--- config.mk ---
export PLATFORM = sky130hd
export DESIGN_NAME = pow_fsmd_param_flat
export DESIGN_NICKNAME = d
export VERILOG_FILES = /design/src/rtl/pow_fsmd_param_if.sv /design/src/rtl/pow_fsmd_param.sv /design/src/flat_wrapper.sv
export SDC_FILE = /design/constraint.sdc
export NUM_CORES = 1
export LEC_CHECK = 0
export ABC_AREA = 1
export CORE_UTILIZATION = 35
export DETAILED_ROUTE_END_ITERATION = 12
export SETUP_SLACK_MARGIN = 0.1
export SYNTH_ARGS = -nofsm -noshare
export SYNTH_HDL_FRONTEND = slang
export SYNTH_SLANG_ARGS = --single-unit
--- constraint.sdc ---
create_clock -name clk -period 5.5 [get_ports clk]
set_clock_uncertainty 0.2 [all_clocks]
set_input_delay 1.1 -clock clk [delete_from_list [all_inputs] [get_ports clk]]
set_output_delay 1.1 -clock clk [all_outputs]
set_load 0.02 [all_outputs]
--- src/rtl/pow_fsmd_param_if.sv ---
// pow_fsmd_param_if: go/busy/done handshake, operands and result of the power unit.
interface pow_fsmd_param_if #(
  parameter int BASE_W = 8,
  parameter int EXP_W  = 8,
  parameter int RES_W  = 16
);
  logic              go_i;
  logic [BASE_W-1:0] a_i;
  logic [EXP_W-1:0]  n_i;
  logic [RES_W-1:0]  result_o;
  logic              ovf_o;
  logic              done_o;
  logic              busy_o;
  logic [2:0]        state_o;
  modport master (output go_i, a_i, n_i, input result_o, ovf_o, done_o, busy_o, state_o);
  modport slave  (input go_i, a_i, n_i, output result_o, ovf_o, done_o, busy_o, state_o);
endinterface

--- src/rtl/pow_fsmd_param.sv ---
// pow_fsmd_param: a^n FSMD, repeated multiply (ALG=0) or LSB-first square-and-multiply (ALG=1).
module pow_fsmd_param #(
  parameter int BASE_W = 8,
  parameter int EXP_W  = 8,
  parameter int RES_W  = 16,
  parameter int ALG    = 0
) (
  input logic              clk,
  input logic              rst,
  pow_fsmd_param_if.slave  bus
);
  typedef enum logic [2:0] {IDLE = 3'd0, CALC = 3'd1, FINISH = 3'd2} state_t;
  state_t             state_q;
  logic [RES_W-1:0]   acc_q, base_q, result_q;
  logic [EXP_W-1:0]   e_q;
  logic               acc_ovf_q, base_ovf_q, ovf_q, done_q;
  logic [2*RES_W-1:0] acc_d, base_d;
  assign acc_d  = {{RES_W{1'b0}}, acc_q} * {{RES_W{1'b0}}, base_q};
  assign base_d = {{RES_W{1'b0}}, base_q} * {{RES_W{1'b0}}, base_q};
  always_ff @(posedge clk or posedge rst) begin
    if (rst) begin
      state_q    <= IDLE;
      acc_q      <= '0;
      base_q     <= '0;
      result_q   <= '0;
      e_q        <= '0;
      acc_ovf_q  <= 1'b0;
      base_ovf_q <= 1'b0;
      ovf_q      <= 1'b0;
      done_q     <= 1'b0;
    end else begin
      done_q <= 1'b0;
      case (state_q)
        IDLE: if (bus.go_i) begin
          base_q     <= RES_W'(bus.a_i);
          e_q        <= bus.n_i;
          acc_q      <= RES_W'(1);
          acc_ovf_q  <= 1'b0;
          base_ovf_q <= 1'b0;
          state_q    <= CALC;
        end
        CALC: if (e_q == '0) state_q <= FINISH;
        else if (ALG == 0) begin
          acc_q     <= acc_d[RES_W-1:0];
          acc_ovf_q <= acc_ovf_q | (|acc_d[2*RES_W-1:RES_W]);
          e_q       <= e_q - EXP_W'(1);
        end else begin
          // an overflowed base only taints acc when it is actually multiplied in
          if (e_q[0]) begin
            acc_q     <= acc_d[RES_W-1:0];
            acc_ovf_q <= acc_ovf_q | (|acc_d[2*RES_W-1:RES_W]) | base_ovf_q;
          end
          base_q     <= base_d[RES_W-1:0];
          base_ovf_q <= base_ovf_q | (|base_d[2*RES_W-1:RES_W]);
          e_q        <= e_q >> 1;
        end
        FINISH: begin
          result_q <= acc_q;
          ovf_q    <= acc_ovf_q;
          done_q   <= 1'b1;
          state_q  <= IDLE;
        end
        default: state_q <= IDLE;
      endcase
    end
  end
  assign bus.result_o = result_q;
  assign bus.ovf_o    = ovf_q;
  assign bus.done_o   = done_q;
  assign bus.busy_o   = state_q != IDLE;
  assign bus.state_o  = state_q;
endmodule
--- src/flat_wrapper.sv ---
// flat-port wrapper written by rule: the top's interface ports become plain ports
module pow_fsmd_param_flat 
#(
  parameter int BASE_W = 8,
  parameter int EXP_W  = 8,
  parameter int RES_W  = 16,
  parameter int ALG    = 0
)
  (clk, rst, bus_go_i, bus_a_i, bus_n_i, bus_result_o, bus_ovf_o, bus_done_o, bus_busy_o, bus_state_o);
  pow_fsmd_param_if #(.BASE_W(BASE_W), .EXP_W(EXP_W), .RES_W(RES_W)) bus_i ();
  input logic clk;
  input logic rst;
  input wire logic [$bits(bus_i.go_i)-1:0] bus_go_i;
  input wire logic [$bits(bus_i.a_i)-1:0] bus_a_i;
  input wire logic [$bits(bus_i.n_i)-1:0] bus_n_i;
  output wire logic [$bits(bus_i.result_o)-1:0] bus_result_o;
  output wire logic [$bits(bus_i.ovf_o)-1:0] bus_ovf_o;
  output wire logic [$bits(bus_i.done_o)-1:0] bus_done_o;
  output wire logic [$bits(bus_i.busy_o)-1:0] bus_busy_o;
  output wire logic [$bits(bus_i.state_o)-1:0] bus_state_o;
  assign bus_i.go_i = bus_go_i;
  assign bus_i.a_i = bus_a_i;
  assign bus_i.n_i = bus_n_i;
  assign bus_result_o = bus_i.result_o;
  assign bus_ovf_o = bus_i.ovf_o;
  assign bus_done_o = bus_i.done_o;
  assign bus_busy_o = bus_i.busy_o;
  assign bus_state_o = bus_i.state_o;
  pow_fsmd_param #(.BASE_W(BASE_W), .EXP_W(EXP_W), .RES_W(RES_W), .ALG(ALG)) u_core (.clk(clk), .rst(rst), .bus(bus_i));
endmodule
=== Yosys cells after proc, flatten, opt, wreduce, memory -nomap -nowiden ===
Cells that the tools add are included.

* Output and inout bits: 22
* Logic and storage cells: 37
* Flip-flop bits (word level): 54

* Equal/unequal tests: 5
* Reduce and logical (&&, ||, !) cells: 8
* Mux-type cells: 13
* Add/sub/neg operators: 1
* Bitwise gates (word level): 1
* Multiply operators: 1

{| class="wikitable"
|+ Operators by type and width
! cell !! number
|-
| 16-bit 2-to-1 mux || 2
|-
| 16-bit case mux with 2 select lines || 1
|-
| 16-bit by 8-bit multiplier with 24-bit output || 1
|-
| 8-bit 2-to-1 mux || 2
|-
| 8-bit case mux with 2 select lines || 1
|-
| 16-bit OR reduction || 1
|-
| 8-bit logical NOT || 1
|-
| 8-bit by 1-bit subtractor with 8-bit output, second input constant || 1
|-
| 3-bit 2-to-1 mux || 2
|-
| 3-bit case mux with 2 select lines || 1
|-
| 2-bit inequality test, second input constant || 2
|-
| 2-bit AND reduction || 2
|-
| 3-bit by 1-bit equality test with 1-bit output, second input constant || 1
|-
| 3-bit by 2-bit equality test with 1-bit output, second input constant || 1
|-
| 3-bit logical NOT || 1
|-
| 1-bit 2-to-1 mux || 3
|-
| 3-bit AND reduction || 1
|-
| 3-bit nonzero test || 1
|-
| 2-bit by 1-bit inequality test with 1-bit output, second input constant || 1
|-
| 1-bit case mux with 2 select lines || 1
|-
| 2-bit nonzero test || 1
|-
| 1-bit bitwise OR || 1
|}

=== Depth between registers and ports, before layout ===
* Depth in word-level cells: 5
* Depth in mapped cells: 28
* Gate-level depth less buffers: 26

=== Worst setup path before layout ===
OpenSTA, ideal clock, no wires.

* Path kind: register -> register
* Start: register u_core.base_q[4]
* End: register u_core.acc_ovf_q
* Data arrival time: 4321 ps
* Stages on the path, launching flop included: 26
* Library setup time: 118 ps
* Path buffers: 2
* Slack: 862 ps
* Cells stage by stage: dfrtp_1 clkbuf_1 clkbuf_1 nand2_1 fa_1 inv_1 fa_1 fa_1 inv_1 fa_1 inv_1 ha_1 nand2_1 inv_2 nand2_1 inv_1 a21oi_1 nand2_1 nand2_1 nand2_1 inv_1 nand2_1 nor2_1 nand3_1 nand3_1 nand2_1

* Word-level cells in the longest chain between the ends: 5

{| class="wikitable"
|+ RTL lines
! what !! line !! RTL
|-
| start: declaration || pow_fsmd_param.sv:14 || <nowiki>logic [RES_W-1:0] acc_q, base_q, result_q;</nowiki>
|-
| start signal: assignment || pow_fsmd_param.sv:35 || <nowiki>base_q <= RES_W'(bus.a_i);</nowiki>
|-
| start signal: assignment || pow_fsmd_param.sv:53 || <nowiki>base_q <= base_d[RES_W-1:0];</nowiki>
|-
| 16-bit by 8-bit multiplier with 24-bit output || pow_fsmd_param.sv:18 || <nowiki>assign acc_d = {{RES_W{1'b0}}, acc_q} * {{RES_W{1'b0}}, base_q};</nowiki>
|-
| 16-bit OR reduction || pow_fsmd_param.sv:45 || <nowiki>acc_ovf_q <= acc_ovf_q | (|acc_d[2*RES_W-1:RES_W]);</nowiki>
|-
| 1-bit bitwise OR || pow_fsmd_param.sv:45 ||
|-
| 1-bit 2-to-1 mux || pow_fsmd_param.sv:42 || <nowiki>CALC: if (e_q == '0) state_q <= FINISH;</nowiki>
|-
| 1-bit case mux with 2 select lines || pow_fsmd_param.sv:33 || <nowiki>case (state_q)</nowiki>
|-
| end signal: assignment || pow_fsmd_param.sv:45 ||
|-
| end signal: assignment || pow_fsmd_param.sv:51 || <nowiki>acc_ovf_q <= acc_ovf_q | (|acc_d[2*RES_W-1:RES_W]) | base_ovf_q;</nowiki>
|-
| end: declaration || pow_fsmd_param.sv:16 || <nowiki>logic acc_ovf_q, base_ovf_q, ovf_q, done_q;</nowiki>
|}

Every way passes these cells. The select of a mux whose other input is x is not followed.
A chain may end at the register's enable or synchronous reset.

=== Worst setup path in the final report ===
Same ends and word-level chain as after synthesis.

==> results.yml <==
timing:
  clock.fmax_ghz: 0.1979
  fin_crit_ns: 5.054
  setup_violations: 0
  grt_setup_unrepaired: "false"
  slew_viol_final: 0
  setup_tns_ns: 0
  finalHoldViolCount: 0
  finalCritPeriodShare: 0.9189
  slew_headroom: 0.3591
  max_slew.worst_pin.slew_ns: 0.9590
route:
  routedWlPerCell_um: 13.44
  drcViolationCount: 0
  wirelength_um: 16490
  drtIter0Drc: 364
  vias_per_cell: 4.499
  vias: 5520
  ant_nets: 0
  firstDrtPassIters: 5
clock_tree:
  cts-hold-fix-buffers: 0
  clk_latency_ns: 0.31
  cts_buffers: 5
  ctsResizeCount: 0
  path_clk_slew_ns: 0.08
  cts_root_buf: "clkbuf_16"
  clockBufferDepth: 2
  cts_htree_levels: 2
  cts_tree: "done"
  cts_sinks: 53
  post_cts_buffers: 0
floorplanning:
  die_h_um: 142.4
  start_util: 0.3626
  coreArea_mm2: 0.01902
  die_width_um: 142.4
  io_pins: 41
  die_area_mm2: 0.02027
  fp-row-count: 50
synthesis:
  ys_seq_elements: 53
  syn_inst: 958
  ys_seq_area_frac: 0.1923
  async_flop_share: 1.000
  yosysMostFrequentCell: "nand2_1"
  synth_top_area_cell: "fa_1"
  yosysWarnings: 0
  yosysTopAreaCellShare: 0.2439
  synth_cell_type_count: 33
  synth_fp_nets: 1107
  synth-edff-count: 0
  synth_ff_type: "dfrtp_1"
  syn_area_per_cell_um2: 7.198
  synth_area_mm2: 0.006895
  ys_top_cells_by_count: "312 x nand2_1, 258 x inv_1, 84 x fa_1, 53 x dfrtp_1, 46 x ha_1"
  yosys-top-cells-area: "fa_1 24%, dfrtp_1 19%, nand2_1 17%, inv_1 14%, ha_1 8.3%"
placed_design:
  gp_congestion: 0.8790
  portBuffers: 39
  dp.cells: 1219
  hpwlAfterDp_um: 13570
layout:
  fin_util: 0.3995
  area_growth_pct: 10.18
  insertedDiodeCount: 0
  fin_nets: 1115
  final_cells: 1227
  layout-drive-gt1-share: 0.04860
  nFillCells: 2083
grt:
  antenna_found_initial: 0
  grt_pass1_vias: 5654
  grt_max_degree: 36
  grt_overflow: 0
  grt_pass1_wl_um: 28050
  grt_usage: 0.1780
setup_path:
  path_common_cell: "nand2_1"
  cp-start-kind: "flip-flop"
  path_cells: "nand2_1 > fa_1 > inv_1 > fa_1 > fa_1 > inv_1 > fa_1 > inv_1 > ha_1 > nand2_1 > inv_1 > nand2_1 > nor3_1 > nand2_1 > nand2_1 > nand2_1 > nand2_1 > nand2_1 > nor2_1 > nand3_1 > nand3_1 > nand2_1"
  crit_path_max_incr_delay_ns: 0.80
  critPathRequiredTime_ns: 5.49
  cp_slowest_cell: "dfrtp_1"
  crit_fanout: 17
  critPathKind: "reg2reg"
  path_buf_inv: 4
  crit_family: "adder cells"
  arrival_ns: 5.04
  end_kind: "flip-flop"
outcome:
  status: "complete, no violations"
worst_hold_path:
  hold_path_class: "reg2reg"
flow_run:
  maxCapViolCount: 0
## state kept, by name (all words and copies together), names as in the netlist
name / cells
u_core.e_q: 8
u_core.bus.ovf_o: 1
u_core.bus.result_o: 16
u_core.base_q: 8
u_core.bus.state_o: 2
u_core.acc_ovf_q: 1
u_core.bus.done_o: 1
u_core.acc_q: 16
## worst min-delay path, stage by stage (launching register included)
cell     delay, ns
dfrtp_1       0.35
nand2_1       0.05
nand2_1       0.05
## cell type report
cell class | instances | area, um^2 | area share
multi-input combinational | 595 | 4383 | 0.5769
tap | 260 | 325.3 | 0.04282
timing repair buffer | 42 | 412.9 | 0.05435
sequential | 53 | 1326 | 0.1746
clock inverter | 1 | 7.507 | 0.0009881
inverter | 269 | 1010 | 0.1329
clock buffer | 7 | 132.6 | 0.01746
## layer usage
| metal | routed length, um | track usage | vias up |
|---|---|---|---|
| met1 | 7225 | 0.2191 | 2664 |
| li1 | - | - | 2765 |
| met5 | 0 | 0 | - |
| met4 | 251 | 0.04471 | 0 |
| met2 | 8639 | 0.3287 | 79 |
| met3 | 376 | 0.01952 | 12 |
## path summary, 6_finish.rpt
check / slack, ns / start / end / cells past startpoint
max: 0.45 / u_core.base_q[4]$_DFFE_PP0P_ / u_core.acc_ovf_q$_DFFE_PP0P_ / 22
min: 0.28 / u_core.bus.result_o[0]$_DFFE_PP0P_ / u_core.bus.result_o[0]$_DFFE_PP0P_ / 2
max reg2reg: 0.45 / u_core.base_q[4]$_DFFE_PP0P_ / u_core.acc_ovf_q$_DFFE_PP0P_ / 22
min reg2reg: 0.28 / u_core.bus.result_o[0]$_DFFE_PP0P_ / u_core.bus.result_o[0]$_DFFE_PP0P_ / 2
max in group asynchronous: 3.37 / rst / u_core.acc_ovf_q$_DFFE_PP0P_ / 3
min in group asynchronous: 0.89 / rst / u_core.acc_q[8]$_DFFE_PP0P_ / 2
## cell usage in the layout (no fill, tap or decap), types with 2 or more instances in the layout
master and n:
nor3_1 8, clkbuf_16 5, o21bai_1 3, clkdlybuf4s50_1 39, clkbuf_1 2, inv_2 12
a22oi_1 2, o22ai_2 10, nor2_2 2, o21ai_2 7, nand3_1 21, xor2_1 5
nor2_1 29, inv_1 257, dfrtp_1 53, o211ai_1 3, xnor2_1 9, nand2_2 5
fa_1 84, a21oi_1 16, buf_4 3, nand2_1 312, nand4_1 3, o21ai_0 20
nand3b_1 3, ha_1 46
## cell families (layout without fill, tap and decap cells)
group / Yosys count / count (layout) / synth area share
adder cells (fa/ha/maj): 130 / 130 / 0.3273
AND/OR/NAND/NOR: 387 / 387 / 0.2246
AO/OA/AOI/OAI: 63 / 63 / 0.06532
other: 1 / 1 / 0.0005438
XOR/XNOR: 14 / 14 / 0.01778
flip-flops: 53 / 53 / 0.1923
buffers and inverters: 310 / 319 / 0.1720
## through the flow
step / hold slack [ns] / cell area [um^2] / setup WS, ns
after global placement: 0.2658 / 7457 / 0.5338
after global routing: 0.3114 / 7597 / 0.1452
after detailed placement: 0.2694 / 7457 / 0.5157
after floorplan: 0.2491 / 6895 / 0.8619
final: 0.2817 / 7597 / 0.4462
after CTS: 0.2877 / 7597 / 0.4741
Power is not shown: default switching activity piles up to over one toggle a cycle in this logic, so the estimate is an artifact.
